File: src/rtl/input_capture_pkg.sv
`default_nettype none
// ============================================================================
//  Module      : input_capture_pkg
//  Description : Shared types and constants for the input-capture unit.
//                Edge-select encoding, synchronizer depth, post-reset
//                warm-up length and the edge qualification helper.
//  Revision    : 1.0 - initial release
// ============================================================================
package input_capture_pkg;

    typedef enum logic [1:0] {
        EDGE_NONE = 2'b00,
        EDGE_RISE = 2'b01,
        EDGE_FALL = 2'b10,
        EDGE_BOTH = 2'b11
    } edge_sel_e;

    localparam int SYNC_STAGES   = 2;
    localparam int WARMUP_CYCLES = 3;

    // True when the level change prev -> lvl is one the selection asks for.
    function automatic logic edge_qualify(edge_sel_e sel, logic lvl, logic prev);
        logic rise;
        logic fall;
        rise = lvl & ~prev;
        fall = ~lvl & prev;
        return ((sel == EDGE_RISE || sel == EDGE_BOTH) && rise) ||
               ((sel == EDGE_FALL || sel == EDGE_BOTH) && fall);
    endfunction

endpackage
`default_nettype wire

File: src/rtl/ic_edge_detect.sv
`default_nettype none
// ============================================================================
//  Module      : ic_edge_detect
//  Description : Input conditioning for the input-capture unit.
//                ic_in -> 2-flop synchronizer -> optional stability filter
//                -> history flop. edge_evt pulses for one cycle when the
//                conditioned level differs from the history flop and the
//                change matches edge_sel. Detection is held off for
//                WARMUP_CYCLES cycles after reset release.
//                Optional filter: define IC_GLITCH_FILTER_EN.
//  Ports       : clk, rst_n (sync, active-low), ic_in (async),
//                edge_sel[1:0], edge_evt (one-cycle pulse)
//  Revision    : 1.0 - initial release
// ============================================================================
module ic_edge_detect
    import input_capture_pkg::*;
#(
    parameter int FILT = 3
) (
    input  logic       clk,
    input  logic       rst_n,
    input  logic       ic_in,
    input  logic [1:0] edge_sel,
    output logic       edge_evt
);

`ifdef IC_GLITCH_FILTER_EN
    localparam bit c_FILT_EN = 1'b1;
`else
    localparam bit c_FILT_EN = 1'b0;
`endif
    // Zero length means the filter stage is bypassed.
    localparam int c_FILT_LEN = c_FILT_EN ? FILT : 0;

    localparam int                  c_WARM_W    = $clog2(WARMUP_CYCLES + 1);
    localparam logic [c_WARM_W-1:0] c_WARM_DONE = c_WARM_W'(WARMUP_CYCLES);

    logic [SYNC_STAGES-1:0] r_sync;
    logic                   w_sync;
    logic                   w_level;
    logic                   r_hist;
    logic [c_WARM_W-1:0]    r_warm;
    logic                   w_armed;

    always_ff @(posedge clk) begin
        if (!rst_n) begin
            r_sync <= '0;
        end else begin
            r_sync <= {r_sync[SYNC_STAGES-2:0], ic_in};
        end
    end

    assign w_sync = r_sync[SYNC_STAGES-1];

    // The filtered level follows the synchronized input only once the
    // input has shown the new level for c_FILT_LEN consecutive samples.
    if (c_FILT_LEN >= 2) begin : g_filter
        logic       r_filt;
        logic [3:0] r_filt_cnt;

        always_ff @(posedge clk) begin
            if (!rst_n) begin
                r_filt     <= 1'b0;
                r_filt_cnt <= '0;
            end else if (w_sync == r_filt) begin
                r_filt_cnt <= '0;
            end else if (r_filt_cnt == 4'(c_FILT_LEN - 1)) begin
                r_filt     <= w_sync;
                r_filt_cnt <= '0;
            end else begin
                r_filt_cnt <= r_filt_cnt + 4'd1;
            end
        end

        assign w_level = r_filt;
    end else begin : g_no_filter
        assign w_level = w_sync;
    end

    // History tracks the level regardless of edge_sel, so switching the
    // selection never manufactures a stale edge.
    always_ff @(posedge clk) begin
        if (!rst_n) begin
            r_hist <= 1'b0;
            r_warm <= '0;
        end else begin
            r_hist <= w_level;
            if (r_warm != c_WARM_DONE) begin
                r_warm <= r_warm + 1'b1;
            end
        end
    end

    assign w_armed  = (r_warm == c_WARM_DONE);
    assign edge_evt = w_armed & edge_qualify(edge_sel_e'(edge_sel), w_level, r_hist);

endmodule
`default_nettype wire

File: src/rtl/input_capture.sv
`default_nettype none
// ============================================================================
//  Module      : input_capture
//  Description : Input-capture unit. Timestamps qualified edges of ic_in
//                against a free-running N-bit timebase and reports the
//                timestamp and the period since the previous edge over a
//                valid/ready handshake. Events arriving while a result is
//                held and not accepted are dropped and set sticky ovf.
//                Optional glitch filter: define IC_GLITCH_FILTER_EN.
//  Ports       : clk, rst_n (sync, active-low), en, ic_in, edge_sel[1:0],
//                cap_ready, ovf_clr -> cap_valid, cap_val[N-1:0],
//                cap_period[N-1:0], cap_first, ovf, tb_out[N-1:0]
//  Revision    : 1.0 - initial release
// ============================================================================
module input_capture
    import input_capture_pkg::*;
#(
    parameter int N    = 8,
    parameter int FILT = 3
) (
    input  logic         clk,
    input  logic         rst_n,
    input  logic         en,
    input  logic         ic_in,
    input  logic [1:0]   edge_sel,
    input  logic         cap_ready,
    input  logic         ovf_clr,
    output logic         cap_valid,
    output logic [N-1:0] cap_val,
    output logic [N-1:0] cap_period,
    output logic         cap_first,
    output logic         ovf,
    output logic [N-1:0] tb_out
);

    logic [N-1:0] r_tb;
    logic [N-1:0] r_last_ts;
    logic         r_have_prev;
    logic         r_cap_valid;
    logic [N-1:0] r_cap_val;
    logic [N-1:0] r_cap_period;
    logic         r_cap_first;
    logic         r_ovf;

    logic         w_edge_evt;
    logic         w_event;
    logic         w_load;
    logic         w_drop;
    logic         w_accept;

    ic_edge_detect #(
        .FILT (FILT)
    ) u_edge_detect (
        .clk      (clk),
        .rst_n    (rst_n),
        .ic_in    (ic_in),
        .edge_sel (edge_sel),
        .edge_evt (w_edge_evt)
    );

    assign w_event  = w_edge_evt & en;
    assign w_accept = r_cap_valid & cap_ready;
    // A held result blocks a new one unless it is accepted this same cycle.
    assign w_load   = w_event & (~r_cap_valid | cap_ready);
    assign w_drop   = w_event & r_cap_valid & ~cap_ready;

    always_ff @(posedge clk) begin
        if (!rst_n) begin
            r_tb         <= '0;
            r_last_ts    <= '0;
            r_have_prev  <= 1'b0;
            r_cap_valid  <= 1'b0;
            r_cap_val    <= '0;
            r_cap_period <= '0;
            r_cap_first  <= 1'b0;
            r_ovf        <= 1'b0;
        end else begin
            if (en) begin
                r_tb <= r_tb + 1'b1;
            end

            // last_ts advances on every event, dropped ones included, so
            // the next period is always measured from the latest edge.
            if (w_event) begin
                r_last_ts <= r_tb;
            end

            if (w_load) begin
                r_cap_valid  <= 1'b1;
                r_cap_val    <= r_tb;
                r_cap_period <= r_tb - r_last_ts;
                r_cap_first  <= ~r_have_prev;
            end else if (w_accept) begin
                r_cap_valid  <= 1'b0;
            end

            // A disabled timebase breaks the period chain.
            if (!en) begin
                r_have_prev <= 1'b0;
            end else if (w_load) begin
                r_have_prev <= 1'b1;
            end

            // Drop wins over a coincident clear.
            if (w_drop) begin
                r_ovf <= 1'b1;
            end else if (ovf_clr) begin
                r_ovf <= 1'b0;
            end
        end
    end

    assign cap_valid  = r_cap_valid;
    assign cap_val    = r_cap_val;
    assign cap_period = r_cap_period;
    assign cap_first  = r_cap_first;
    assign ovf        = r_ovf;
    assign tb_out     = r_tb;

endmodule
`default_nettype wire

File: config.mk
export PLATFORM = sky130hd
export DESIGN_NAME = input_capture
export DESIGN_NICKNAME = d
export VERILOG_FILES = /design/src/rtl/input_capture_pkg.sv /design/src/rtl/ic_edge_detect.sv /design/src/rtl/input_capture.sv
export SDC_FILE = /design/constraint.sdc
export NUM_CORES = 1
export LEC_CHECK = 0
export CORE_ASPECT_RATIO = 2
export CORE_MARGIN = 10
export CORE_UTILIZATION = 35
export CTS_CLUSTER_SIZE = 14
export DETAILED_ROUTE_END_ITERATION = 12
export HOLD_SLACK_MARGIN = 0.03
export PLACE_DENSITY = 0.59
export SLEW_MARGIN = 20
export SYNTH_ARGS = -nofsm -noshare
export SYNTH_HDL_FRONTEND = slang
export SYNTH_SLANG_ARGS = --single-unit
export TNS_END_PERCENT = 10
File: constraint.sdc
create_clock -name clk -period 1.8 [get_ports clk]
set_clock_uncertainty 0.2 [all_clocks]
set_input_delay 0.36 -clock clk [delete_from_list [all_inputs] [get_ports clk]]
set_output_delay 0.36 -clock clk [all_outputs]
set_load 0.01 [all_outputs]
==> results.toml <==
[status]
status = "complete, but fails checks"
violations = "setup timing"

[critical_path]
rr_startpoint = "tb_out[0]"
required_ns = 1.81
critPathTopFamily = "adder cells"
critPathMaxFanout = 2
crit_slowest_cell = "fa_2"
critPathBufInv = 1
critical_path_class = "reg2reg"
worst_r2r_path_depth = 8
worst_r2r_endpoint = "cap_period[6]"
setup.worst_path.start_class = "flop"
slowest_delay_ns = 0.41
rrSetupSlack_ns = -0.02
end_kind = "flop"
crit_arrival_ns = 1.83
path_cells = "inv_2 > ha_4 > fa_2 > nor2b_4 > o31ai_4 > a21oi_2 > nand4b_1 > o211ai_1"

[clock_network]
clkLatencyLatePin_ns = 0.29
htree_levels = 2
cts-root-buf = "clkbuf_8"
path_clk_slew_ns = 0.07
cts.sink_count = 41
cts_buffers = 5
cts_tree = "yes"
clk_path_buf_depth = 2
ctsHoldBuffers = 0

[timing]
finalCriticalPeriod_ns = 1.82
finalWorstSetupSlack_ns = -0.0209
hold_viol = 0
max_slew_margin_pct = 78.7
rsz0062_at_grt = "yes"
min_period_over_period_pct = 101
fin_setup_tns_ns = -0.0209
setup_viol = 1
drv_slew = 0
tightest_slew_ns = 0.319
fmax_ghz = 0.549

[hold_path]
hold_path_end = "u_edge_detect.r_sync[1]"
min_from = "u_edge_detect.r_sync[0]"
worstHoldPathCells = 1
hp-class = "reg2reg"

[global_route]
grt_pass1_wl_um = 7540
track_usage_pct = 10.4
antenna_found_initial = 0
grt_pass1_vias = 1612
grt_max_degree = 37
grt-ovfl-total = 0

[final_layout]
drive_above_1_share_pct = 20.8
antenna_cells = 0
nets = 278
final_common_cell = "dfxtp_1"
area_growth_pct = 39.2
layout_common_cells = "dfxtp_1 (35), nor2_1 (28), clkdlybuf4s50_1 (26)"

[pwr]
leakage_nw = 1.01
finalPower_mw = 1.65
power_density_nw_per_um2 = 644
worst_ir_drop_vdd_uv = 538

[drt]
num_vias = 1574
routedWlPerCell_um = 13.9
drc = 0
drt_iter0_drc = 66
first_pass_iters = 4
ant_nets = 0
routed_wl_um = 4410
vias_per_cell = 4.95

[floorplan]
ios = 35
die_h_um = 122
die_area_um2 = 8730
start_util_pct = 35.8
rows = 37
die_x_um = 71.2
coreArea_um2 = 5140

[yosys]
synthCells = 207
ys_types = 37
yosysWarnings = 0
synth_area_um2 = 1840
ys_ff_latch = 41
syn_nets = 225
seq_area_frac_synth_pct = 44.7
syn_area_per_cell_um2 = 8.88

[place]
port_buffers = 34
dpl.hpwl_um = 3360
pre_cts_ws_ns = -0.198
gp_congestion = 0.812

[run]
max_cap_viol_count = 0
==> layout make-up <==
type	count	area, µm²
flip-flops and latches	41	831
repair buffers	54	513
well taps	58	72.6
clock inverters	1	5.00
fillers	514	2580
multi-input cells	149	1030
clock buffers	6	72.6
inverters	9	33.8
==> flip-flops by register name, summed over array words and instances, names as in the netlist <==
name and flops:
ovf 1, u_edge_detect.r_hist 1, cap_period 8, cap_first 1
cap_valid 1, u_edge_detect.r_sync 2, r_have_prev 1, tb_out 8
u_edge_detect.r_warm 2, r_last_ts 8, cap_val 8
==> metal layers <==
layer  part of all wire, %  GRT usage [%]
met5                     0              0
met2                    55           18.8
met1                    38           10.1
met3                   5.0           3.39
met4                   2.2           5.60
==> metrics by stage <==
step | cells | hold slack, ns | utilization [%] | instance area [µm²]
5_1_grt | 318 | 0.254 | 49.8 | 2560
2_1_floorplan | 207 | 0.212 | - | 1840
4_1_cts | 318 | 0.240 | 48.1 | 2470
3_3_place_gp | 311 | 0.217 | 46.3 | 2380
3_5_place_dp | 311 | 0.223 | 46.3 | 2380
6_report | 318 | 0.236 | 49.8 | 2560
==> power breakdown <==
part	switching (mW)	internal [mW]	leakage, nW
Sequential	0.0123	0.927	0.334
Clock	0.285	0.263	0.0410
Combinational	0.0800	0.0789	0.637
==> what timing repair did <==
item | 4_1_cts | 5_1_grt
pin swaps | 1 | 8
buffers inserted | 0 | 0
endpoints found under the setup margin | 10 | 10
hold endpoints to repair | 0 | 0
resized for setup | 10 | 21
==> cells by family (layout without fill, tap and decap cells) <==
| group | Yosys count | count (layout) | synth area share (%) |
|---|---|---|---|
| compound gates | 39 | 39 | 13.5 |
| flops | 41 | 41 | 44.7 |
| fa+ha+maj | 10 | 10 | 7.22 |
| simple gates | 82 | 82 | 20.8 |
| xor+xnor | 8 | 8 | 3.81 |
| mux | 10 | 10 | 5.45 |
| buf+inv | 17 | 70 | 4.56 |
==> cells in the mapped netlist <==
| master | number | area [µm²] |
|---|---|---|
| nand4b_1 | 1 | 8.76 |
| and2_4 | 1 | 8.76 |
| clkbuf_1 | 1 | 3.75 |
| o211ai_1 | 2 | 15.0 |
| and2_1 | 5 | 31.3 |
| or3_1 | 4 | 25.0 |
| nand2b_1 | 2 | 12.5 |
| nand3_1 | 4 | 20.0 |
| buf_6 | 1 | 11.3 |
| inv_1 | 8 | 30.0 |
| and3b_1 | 2 | 17.5 |
| dfxtp_1 | 41 | 821 |
| nor2_1 | 29 | 109 |
| nor2b_1 | 4 | 25.0 |
| buf_4 | 3 | 22.5 |
| o31ai_1 | 1 | 7.51 |
| a21oi_1 | 20 | 100 |
| xnor2_1 | 2 | 17.5 |
| o21a_1 | 2 | 15.0 |
| o211ai_2 | 1 | 12.5 |
| o211a_1 | 1 | 10.0 |
| nand2_1 | 25 | 93.8 |
| mux2i_1 | 10 | 100 |
| xor2_1 | 6 | 52.6 |
| a21o_1 | 1 | 7.51 |
| and3_1 | 1 | 6.26 |
| nand4_1 | 3 | 18.8 |
| nor3_1 | 1 | 5.00 |
| ha_1 | 9 | 113 |
| inv_2 | 1 | 3.75 |
| o21ai_0 | 6 | 30.0 |
| buf_1 | 2 | 7.51 |
| a211oi_2 | 3 | 37.5 |
| a211oi_1 | 1 | 7.51 |
| a31oi_1 | 1 | 6.26 |
| buf_2 | 1 | 5.00 |
| fa_1 | 1 | 20.0 |
==> worst max-delay path by stage <==
stage / startpoint / end / slack [ns] / cells after the start
4_1_cts: tb_out[0] / cap_period[6] / -0.06 / 8
3_3_place_gp: edge_sel[0] / cap_first / -0.16 / 6
3_5_place_dp: en / cap_period[1] / -0.20 / 6
2_1_floorplan: tb_out[0] / cap_period[6] / -0.06 / 8
6_report: tb_out[0] / cap_period[6] / -0.02 / 8
5_1_grt: tb_out[0] / cap_period[6] / -0.1 / 8
(Power assumes the default switching activity.)
==> RTL change 1: new RTL, same settings <==
The localparam `c_FILT_EN` of `ic_edge_detect` goes from 1'b0 to 1'b1.
--- a/src/rtl/ic_edge_detect.sv
+++ b/src/rtl/ic_edge_detect.sv
@@ -27,7 +27,7 @@
 `ifdef IC_GLITCH_FILTER_EN
     localparam bit c_FILT_EN = 1'b1;
 `else
-    localparam bit c_FILT_EN = 1'b0;
+    localparam bit c_FILT_EN = 1'b1;
 `endif
     // Zero length means the filter stage is bypassed.
     localparam int c_FILT_LEN = c_FILT_EN ? FILT : 0;
Formal check against the unedited RTL: not equivalent (Yosys sat finds a counterexample within 10 cycles, from zero or initial values and one cycle with rst_n low).
==> RTL change 1 against the unedited design <==
- the flow still finishes with violations (setup timing)
- clock power grew 82%
- critical path depth grew 2
- largest power group unchanged
- largest cell class unchanged
- routed wire length grew 9.3%
- fmax shrank 5.6%
- setup slack lost 0.11 ns
- non-clock buffer count grew 10
- count of clock-buffer cells in the layout grew 2
- sequential power grew 12%
- total power grew 33%
- core utilization grew 0.38 points
- synthesized area grew 9.6%
- critical endpoint is now cap_period[4]
- combinational power shrank 9%
- sequential cell count grew 5
- cell area grew 11%
==> RTL change 1: results (changes against the unedited design) <==
- Status: finished with violations
- Failing checks: setup timing
- Placed cells: 338 (+8.7%)
- Compound-Gate Fraction of Synth Area: 0.119 (-0.0168)
- Peak VDD IR: 0.000602 V (+12%)
- Worst-Margin Slew: 0.254 ns (-0.0653 ns)
- Clock network share of area: 0.0586 (+0.0283)
- Routed via count: 1747 (+11%)
- P_clk: 999 uW (+82%)
- Post-route setup TNS: -0.320 ns (-0.299 ns)
- Clock buf count: 8 (+2)
- # setup viols final: 4 (+3)
- Crit-path max cell delay: 0.35 ns (-0.06 ns)
- Initial DRC count: 86 (+30%)
- Invs w/o clock: 10 (+1)
- Ratio of cells with drive above 1 in the final layout: 0.202 (-0.00560)
- FILL cells: 544 (+5.8%)
- Post-DR wirelength/cell: 13.8 um (-0.12%)
- First-pass GRT wire length: 8270 um (+9.6%)
- Post-synthesis sequential area ratio: 0.457 (+0.0106)
- Syn Nets: 245 (+8.9%)
- Post-Place Setup Slack: -0.354 ns (-0.156 ns)
- Post-Synth Adder-Cell Area: 0.0783 (+0.00610)
- Xor and xnor area share after synthesis: 0.0522 (+0.0141)
- Synth Instances: 225 (+8.7%)
- Final HPWL DP: 3740 um (+11%)
- Clk pwr share: 0.456 (+0.123)
- Reg area: 928 um2 (+12%)
- Fraction of area in multi-input gates: 0.376 (-0.0272)
- RePlAce Congestion: 0.793 (-2.4%)
- Fin worst setup slack: -0.129 ns (-0.108 ns)
[RTL change 1: cell count changes after synthesis, sizes merged, moves of 3 or more]
cell	change
dfxtp	+5
nand2	+5
o211ai	-3
nand4	+3
clkbuf	+3
and2	-3
[RTL change 1: worst register-to-register path: stages, from the launching register on]
cell and delay [ns]:
dfxtp_4 0.34, inv_2 0.06, ha_4 0.12, inv_2 0.03, fa_2 0.35, buf_4 0.15
a21o_1 0.16, a21oi_2 0.12, xnor2_1 0.14, nand2_1 0.08, a21oi_1 0.11
[RTL change 1: cell families after synthesis]
group | count (synthesis)
multiplexers | 10
XOR/XNOR | 12
AND/OR/NAND/NOR | 87
buffers and inverters | 20
flip-flops | 46
AO/OA/AOI/OAI | 38
adder cells (fa/ha/maj) | 12
[RTL change 1: timing repair]
| action | CTS | global route |
|---|---|---|
| pin swaps | 15 | 8 |
| hold buffers | 0 | 0 |
| gates cloned | 0 | 0 |
| setup endpoints to repair | 25 | 16 |
| setup buffers | 1 | 1 |
| gates resized for setup | 19 | 8 |
[RTL change 1: per-layer routing]
| metal | up-vias | track usage | part of all wire |
|---|---|---|---|
| li1 | 880 | - | - |
| met1 | 839 | 0.116 | 0.40 |
| met2 | 24 | 0.197 | 0.56 |
| met3 | 4 | 0.0217 | 0.031 |
| met4 | 0 | 0.0364 | 0.011 |
| met5 | - | 0 | 0 |
[RTL change 1: path summary, 6_finish.rpt]
path	depth (start not counted)	from	slack [ns]	to
hold reg to reg	1	u_edge_detect.r_sync[0]	0.23	u_edge_detect.r_sync[1]
setup / recovery	10	tb_out[0]	-0.13	cap_period[4]
setup reg to reg	10	tb_out[0]	-0.13	cap_period[4]
hold / removal	1	u_edge_detect.r_sync[0]	0.23	u_edge_detect.r_sync[1]
==> RTL change 2: new RTL, same settings <==
Without the edit above. Make the reset (`rst_n`) asynchronous in 4 clocked blocks. Comments in the files are not updated.
--- a/src/rtl/ic_edge_detect.sv
+++ b/src/rtl/ic_edge_detect.sv
@@ -42,7 +42,7 @@
     logic [c_WARM_W-1:0]    r_warm;
     logic                   w_armed;
 
-    always_ff @(posedge clk) begin
+    always_ff @(posedge clk or negedge rst_n) begin
         if (!rst_n) begin
             r_sync <= '0;
         end else begin
@@ -58,7 +58,7 @@
         logic       r_filt;
         logic [3:0] r_filt_cnt;
 
-        always_ff @(posedge clk) begin
+        always_ff @(posedge clk or negedge rst_n) begin
             if (!rst_n) begin
                 r_filt     <= 1'b0;
                 r_filt_cnt <= '0;
@@ -79,7 +79,7 @@
 
     // History tracks the level regardless of edge_sel, so switching the
     // selection never manufactures a stale edge.
-    always_ff @(posedge clk) begin
+    always_ff @(posedge clk or negedge rst_n) begin
         if (!rst_n) begin
             r_hist <= 1'b0;
             r_warm <= '0;
--- a/src/rtl/input_capture.sv
+++ b/src/rtl/input_capture.sv
@@ -64,7 +64,7 @@
     assign w_load   = w_event & (~r_cap_valid | cap_ready);
     assign w_drop   = w_event & r_cap_valid & ~cap_ready;
 
-    always_ff @(posedge clk) begin
+    always_ff @(posedge clk or negedge rst_n) begin
         if (!rst_n) begin
             r_tb         <= '0;
             r_last_ts    <= '0;
Formal check against the unedited RTL: differs if rst_n is asserted again (counterexample within 4 cycles, from zero or initial values and one cycle with rst_n low); with rst_n held inactive, the same outputs for 10 cycles.
==> RTL change 2 against the unedited design <==
- the run still ends with setup timing left
- die area increased by 5.0%
- cell area increased by 7.5%
- synthesized area increased by 6.4%
- routed wire length increased by 5.9%
- setup slack got worse by 0.00059 ns
- synthesized cell count decreased by 11%
- count of clock-buffer cells in the layout decreased by 1
- sequential cell count unchanged
- highest routed layer unchanged
Power is not compared: it rests on default switching activity, and its combinational part moved more than twofold at a synthesized area within 25%.
==> RTL change 2: results (changes against the unedited design) <==
- Routed via count: 1511 (-4.0%)
- Gr usage total: 0.107 (+0.00262)
- Xor and xnor area share after synthesis: 0.0493 (+0.0111)
- Clock network share of area: 0.0500 (+0.0197)
- Final HPWL DP: 3650 um (+8.9%)
- Failing checks: setup timing
- Critical path data arrival time: 1.85 ns (+0.02 ns)
- Layout Cells excl Fill: 305 (-4.1%)
- Fraction of area in multi-input gates: 0.342 (-0.0614)
- Min-delay src: u_edge_detect.r_sync[0]
- # setup viols final: 1 (unchanged)
- Largest net degree at the start of global routing: 27 (-27%)
- Setup crit start: tb_out[0]
- Slowest cell on the critical path: dfrtp_2
- Met2 Track Usage GR: 0.193 (+0.00435)
- Final Hold Slack: 0.164 ns (-0.0729 ns)
- Met3 WL post-DR: 187 um (-15%)
- Status: finished with violations
- R2R depth: 7 (-1)
- Fin worst setup slack: -0.0215 ns (-0.000593 ns)
- Reg clk slew, reported paths: 0.09 ns (+0.02 ns)
- RePlAce Congestion: 0.798 (-1.7%)
- Metal2 WL: 2690 um (+12%)
- Compound-Gate Fraction of Synth Area: 0.134 (-0.00175)
- Top cells by area, synth: dfrtp_1, nand2_1, ha_1, o21ai_0, xnor2_1
- Multiplexer share of the synthesized area: 0.0173 (-0.0372)
- Non-clock buffering overhead: 0.194 (-0.00631)
- Syn Nets: 202 (-10%)
- WHS Path Cells: 0 (-1)
- Sequential share of cell area: 0.375 (+0.0500)
- CP max FO: 3 (+1)
- Met3 Use GR: 0.0259 (-0.00798)
- Synth cell count leaders: nand2_1, dfrtp_1, o21ai_0
- Placed cells: 296 (-4.8%)
- Worst slew margin: 0.719 (-0.0675)
- Comb_multi_in: 130 (-13%)
- Post-Synth Adder-Cell Area: 0.0678 (-0.00434)
-- RTL change 2: power by group --
group	total [mW]	leakage [nW]	internal (mW)	switching, mW
combinational	2.19	0.780	1.16	1.04
sequential	1.42	0.509	1.21	0.208
clock	0.896	0.0687	0.558	0.338
-- RTL change 2: stage by stage --
step / util / setup TNS [ns] / power, mW / area, um2 / worst slack [ns]
3_3_place_gp: 0.467 / -5.40 / 3.48 / 2530 / -0.360
5_1_grt: 0.508 / -0.147 / 4.89 / 2750 / -0.0865
4_1_cts: 0.493 / -0.125 / 4.39 / 2670 / -0.0760
3_5_place_dp: 0.467 / -5.91 / 3.52 / 2530 / -0.281
2_1_floorplan: - / -0.0286 / 2.50 / 1970 / -0.0286
6_report: 0.508 / -0.0215 / 4.51 / 2750 / -0.0215
-- RTL change 2: timing repair --
item                       CTS  global route
hold buffers                 1             0
gates resized for setup     11            16
setup endpoints to repair   10            22
gates cloned                 0             0
hold endpoints to repair    15             0
pin swaps                    1             0
